--- src/rtl/tone_sequencer.sv ---
`default_nettype none
// ============================================================================
// Module      : tone_sequencer
// Description : Plays an 8-entry note table. Each entry selects a half-period
//               divider for a downstream tone generator plus a duration in
//               ticks; every note is followed by a fixed silent gap. Playback
//               can loop, be aborted, and the table can be rewritten at any
//               time (changes are picked up at the next LOAD of that entry).
// Ports       : clk, rst_n      - clock, asynchronous active-low reset
//               start, abort    - begin playback from entry 0 / stop at once
//               loop_en         - replay from entry 0 after the last entry
//               last_idx        - index of the final entry
//               wr_en/addr/data - table write port
//                                 ({rest, divider[14:0], duration[7:0]})
//               divider         - latched half-period count
//               tone_en         - audible note playing
//               busy, done      - in LOAD/PLAY/GAP; completion pulse
//               note_idx        - entry currently loaded/playing
// Revision    : 1.0 - initial release
// ============================================================================
module tone_sequencer #(
  parameter int TICK_DIV  = 25000,
  parameter int GAP_TICKS = 10
) (
  input  logic        clk,
  input  logic        rst_n,
  input  logic        start,
  input  logic        abort,
  input  logic        loop_en,
  input  logic [2:0]  last_idx,
  input  logic        wr_en,
  input  logic [2:0]  wr_addr,
  input  logic [23:0] wr_data,
  output logic [14:0] divider,
  output logic        tone_en,
  output logic        busy,
  output logic        done,
  output logic [2:0]  note_idx
);

  localparam int PW = (TICK_DIV > 1) ? $clog2(TICK_DIV) : 1;
  localparam int GW = $clog2(GAP_TICKS + 1);
  localparam logic [PW-1:0] TICK_LAST = PW'(TICK_DIV - 1);
  localparam logic [GW-1:0] GAP_LOAD  = GW'(GAP_TICKS);

  localparam logic [2:0] S_IDLE = 3'd0;
  localparam logic [2:0] S_LOAD = 3'd1;
  localparam logic [2:0] S_PLAY = 3'd2;
  localparam logic [2:0] S_GAP  = 3'd3;
  localparam logic [2:0] S_DONE = 3'd4;

  logic [2:0]    r_state;
  logic [2:0]    w_next;
  logic [23:0]   r_table [8];
  logic [PW-1:0] r_presc;
  logic [GW-1:0] r_gap_cnt;
  logic [7:0]    r_dur_cnt;
  logic [14:0]   r_divider;
  logic          r_audible;
  logic [2:0]    r_note_idx;
  logic [23:0]   w_entry;
  logic          w_active;
  logic          w_tick;
  logic          w_play_end;
  logic          w_gap_end;

  assign w_entry    = r_table[r_note_idx];
  assign w_active   = (r_state == S_PLAY) || (r_state == S_GAP);
  assign w_tick     = w_active && (r_presc == TICK_LAST);
  assign w_play_end = w_tick && (r_dur_cnt == 8'd1);
  assign w_gap_end  = w_tick && (r_gap_cnt == GW'(1));

  // Note table: writable in any state; reads happen only in LOAD, so an
  // entry already latched into the datapath is never disturbed.
  always_ff @(posedge clk or negedge rst_n) begin
    if (!rst_n) begin
      for (int i = 0; i < 8; i++) r_table[i] <= '0;
    end else if (wr_en) begin
      r_table[wr_addr] <= wr_data;
    end
  end

  // State register
  always_ff @(posedge clk or negedge rst_n) begin
    if (!rst_n) r_state <= S_IDLE;
    else        r_state <= w_next;
  end

  // Next-state logic
  always_comb begin
    w_next = r_state;
    if (r_state != S_IDLE && abort) begin
      w_next = S_IDLE;
    end else begin
      case (r_state)
        S_IDLE: if (start && !abort) w_next = S_LOAD;
        S_LOAD: w_next = S_PLAY;
        S_PLAY: if (w_play_end) w_next = S_GAP;
        S_GAP: begin
          if (w_gap_end) begin
            // An index at or beyond last_idx is treated as the final entry.
            if (r_note_idx < last_idx || loop_en) w_next = S_LOAD;
            else                                  w_next = S_DONE;
          end
        end
        S_DONE:  w_next = S_IDLE;
        default: w_next = S_IDLE;
      endcase
    end
  end

  // Datapath: prescaler, duration/gap counters, latched note parameters
  always_ff @(posedge clk or negedge rst_n) begin
    if (!rst_n) begin
      r_presc    <= '0;
      r_gap_cnt  <= '0;
      r_dur_cnt  <= '0;
      r_divider  <= '0;
      r_audible  <= 1'b0;
      r_note_idx <= '0;
    end else begin
      // Restart the tick phase whenever PLAY or GAP is (re)entered.
      if (!w_active || (w_next != r_state) || w_tick) r_presc <= '0;
      else                                            r_presc <= r_presc + PW'(1);

      case (r_state)
        S_IDLE: begin
          if (start && !abort) r_note_idx <= '0;
        end
        S_LOAD: begin
          r_divider <= w_entry[22:8];
          r_dur_cnt <= (w_entry[7:0] == 8'd0) ? 8'd1 : w_entry[7:0];
          r_audible <= ~w_entry[23] & (w_entry[22:8] != 15'd0);
        end
        S_PLAY: begin
          if (w_tick) r_dur_cnt <= r_dur_cnt - 8'd1;
          r_gap_cnt <= GAP_LOAD;
        end
        S_GAP: begin
          if (w_tick) r_gap_cnt <= r_gap_cnt - GW'(1);
          if (w_next == S_LOAD)
            r_note_idx <= (r_note_idx < last_idx) ? r_note_idx + 3'd1 : 3'd0;
        end
        default: ;
      endcase
    end
  end

  // Output decode from the registered state
  always_comb begin
    tone_en = 1'b0;
    busy    = 1'b0;
    done    = 1'b0;
    case (r_state)
      S_LOAD:  busy = 1'b1;
      S_PLAY: begin
        busy    = 1'b1;
        tone_en = r_audible;
      end
      S_GAP:   busy = 1'b1;
      S_DONE:  done = 1'b1;
      default: ;
    endcase
  end

  assign divider  = r_divider;
  assign note_idx = r_note_idx;

endmodule
`default_nettype wire

--- config.mk ---
export PLATFORM = sky130hd
export DESIGN_NAME = tone_sequencer
export DESIGN_NICKNAME = d
export VERILOG_FILES = /design/src/rtl/tone_sequencer.sv
export SDC_FILE = /design/constraint.sdc
export NUM_CORES = 1
export LEC_CHECK = 0
export BUFFER_PORTS_ARGS = -buffer_cell sky130_fd_sc_hd__buf_2
export CAP_MARGIN = 20
export CORE_UTILIZATION = 41
export CTS_BUF_LIST = sky130_fd_sc_hd__clkbuf_16
export DETAILED_ROUTE_END_ITERATION = 12
export HOLD_SLACK_MARGIN = 0.06
export SLEW_MARGIN = 20
export SYNTH_ARGS = -nofsm -noshare
export SYNTH_HDL_FRONTEND = slang
export SYNTH_SLANG_ARGS = --single-unit
--- constraint.sdc ---
create_clock -name clk -period 2.6 [get_ports clk]
set_clock_uncertainty 0.15 [all_clocks]
set_input_delay 0.52 -clock clk [delete_from_list [all_inputs] [get_ports clk]]
set_output_delay 0.52 -clock clk [all_outputs]
set_load 0.02 [all_outputs]
==> flow_summary_export.csv <==
group,metric,value,unit
grt,antenna_found_initial,4,
critical_path,crit_fanout,6,
yosys,synthFlopType,"dfrtp_1",
layout,drive_gt1_frac,0.413,
layout,multi_input_area,5050,um2
yosys,ys_seq_area_frac,0.534,
job,drv_cap,0,
layout,final_nets,935,
yosys,synth_edf_count,0,
power_and_ir_drop,p_leak,0.00544,uW
floorplanning,die_h,168,um
floorplanning,coreArea,27000,um2
detailed_routing,wl,25500,um
yosys,ys_warn_count,0,
power_and_ir_drop,ir_drop,0.523,mV
floorplanning,initial_core_util,0.419,
sta,worstMarginPinSlew,0.470,ns
yosys,synth_cell_types,57,
critical_path,critical_path_class,"flip-flop to output port",
place,hpwl,16200,um
yosys,synthCells,818,
clock_tree,cts_tree,"done",
critical_path,worst-r2r-setup-slack,0.21,ns
floorplanning,dieArea,28200,um2
floorplanning,pin_count,57,
detailed_routing,drt_iter0_markers,411,
floorplanning,die_x,168,um
grt,overflow,0,
clock_tree,cts_setup_buffers,0,
detailed_routing,routed_via_density,5.57,
critical_path,critPathArrivalTime,1.75,ns
floorplanning,row_count,60,
yosys,synth_area,11300,um2
clock_tree,clockRootBuffer,"clkbuf_16",
yosys,synth_nets,862,
min_path,min-delay-path-class,"input port to flip-flop",
sta,drv_slew,0,
clock_tree,cts_htree_levels,1,
power_and_ir_drop,power.density,808,nW/um2
grt,grt_max_degree,50,
clock_tree,cts_resized,0,
layout,areaGrowthSynthToFinish,16.5,%
detailed_routing,wire_per_inst,20.3,um
sta,rsz0062_at_grt,"false",
place,place_congestion,0.839,
critical_path,cp-start-kind,"flip-flop",
layout,mostFrequentLayoutCells,"dfrtp_1 (238), mux2_2 (185), nor2_1 (58)",
sta,final_hold_viol_count,0,
clock_tree,cts_buffer_depth,3,
layout,final_common_cell,"dfrtp_1",
detailed_routing,drc_errors,0,
sta,fin_crit,2.42,ns
status,status,"finished, final reports clean",
clock_tree,cts_buffers,27,
clock_tree,clkTransAtPathRegs,0.06,ns
clock_tree,clkLatencyLatePin,0.53,ns
critical_path,cp-end-kind,"output port",
sta,fin_setup_tns,0,ns
detailed_routing,ant_nets,0,
sta,fin_crit_sh,0.930,
sta,max_freq,0.414,GHz
detailed_routing,first_pass_iters,4,
layout,fillerInstances,2385,
sta,whs,0.165,ns
layout,register_area,6040,um2
detailed_routing,vias,6979,
clock_tree,clock_sinks,241,
yosys,synth.top_cell.area_share,0.534,
grt,grt_pass1_wl,41400,um
place,port_buffers,56,
yosys,ys_async_sr_fraction,1.00,
yosys,synth_area_leaders,"dfrtp_1 (53%), mux2_2 (18%), mux4_2 (9.2%)",
sta,setup_violations,0,
grt,track_usage,0.188,
yosys,synth_top_cell_by_area,"dfrtp_1",
yosys,avgSynthCellArea,13.8,um2
sta,slew-limit-headroom,0.687,
grt,grt_pass1_vias,7283,
yosys,ys_ff_latch,241,
critical_path,critPathRequiredTime,1.93,ns
[final timing paths]
check | to | cells past startpoint | start
min reg2reg | r_table[83] | 1 | r_table[83]
min | r_table[95] | 2 | wr_data[23]
max | tone_en | 4 | r_state[1]
max in group asynchronous | r_table[129] | 3 | rst_n
min in group asynchronous | r_state[2] | 2 | rst_n
max reg2reg | r_audible | 7 | note_idx[1]
[synth_stat cells, types with 7 or more instances]
master / instances
o21ai_0: 9
xor2_1: 7
clkbuf_1: 24
buf_2: 13
mux2_1: 12
mux2i_1: 22
ha_1: 8
inv_1: 8
or3_1: 7
nand3_1: 8
a21oi_1: 36
mux4_2: 46
nor3_1: 13
nand2_1: 23
mux2_2: 185
dfrtp_1: 241
nor2_1: 58
[sequential cells by signal, indices dropped and copies added, names as in the netlist]
signal and flops:
note_idx 3, r_gap_cnt 4, r_table 192, divider 15, r_presc 15, r_dur_cnt 8, r_state 3, r_audible 1
[power by group]
group | total [uW] | internal (uW) | switching (uW)
Combinational | 1800 | 1020 | 783
Clock | 3820 | 2280 | 1540
Sequential | 5010 | 4540 | 465
Total | 10600 | 7840 | 2780
[worst max-delay path, stage by stage, from the launching register on]
cell      delay [ns]
dfrtp_1         0.47
nor2b_1         0.20
nand2b_1        0.16
nor2_1          0.20
buf_2           0.20
[what timing repair did]
action                                  in CTS  in global routing
endpoints found under the hold margin       41                  0
hold buffers                                 2                  0
endpoints found under the setup margin       0                  0
[routing by layer]
layer | wire length, um | global-route usage | vias to the layer above | part of all wire
met3 | 838 | 0.0301 | 35 | 0.033
li1 | - | - | 3189 | -
met5 | 23 | 0 | - | 0.00090
met1 | 12200 | 0.265 | 3636 | 0.48
met4 | 506 | 0.0447 | 4 | 0.020
met2 | 11900 | 0.304 | 115 | 0.47
[cells by family (layout without fill, tap and decap cells)]
group           count (synthesis)  in the layout  share of synthesized area
compound gates                 80             80                     0.0439
xor+xnor                       13             13                     0.0101
fa+ha+maj                       8              8                    0.00887
buf+inv                        55            148                     0.0211
flops                         241            241                      0.534
mux                           266            266                      0.309
other cells                     0              1                          0
simple gates                  155            155                     0.0728
[area by class of cell]
cell class | instances | share of cell area
Sequential cell | 241 | 0.459
Multi-Input combinational cell | 522 | 0.384
Timing Repair Buffer | 91 | 0.0548
Clock buffer | 27 | 0.0514
Tap cell | 341 | 0.0324
Clock inverter | 22 | 0.0162
Inverter | 8 | 0.00228
Antenna cell | 1 | 0.000190
[through the flow]
stage | total power, uW | std cells | worst slack, ns | instance area, um2 | utilization
after CTS | 10700 | 1252 | 0.181 | 13100 | 0.488
after floorplan | 6240 | 818 | 0.0774 | 11300 | -
after global placement | 6820 | 1201 | 0.246 | 12200 | 0.454
after detailed placement | 6880 | 1201 | 0.201 | 12200 | 0.454
after global routing | 11200 | 1252 | 0.0714 | 13100 | 0.488
final | 10600 | 1253 | 0.183 | 13200 | 0.488
(Power assumes the default switching activity.)
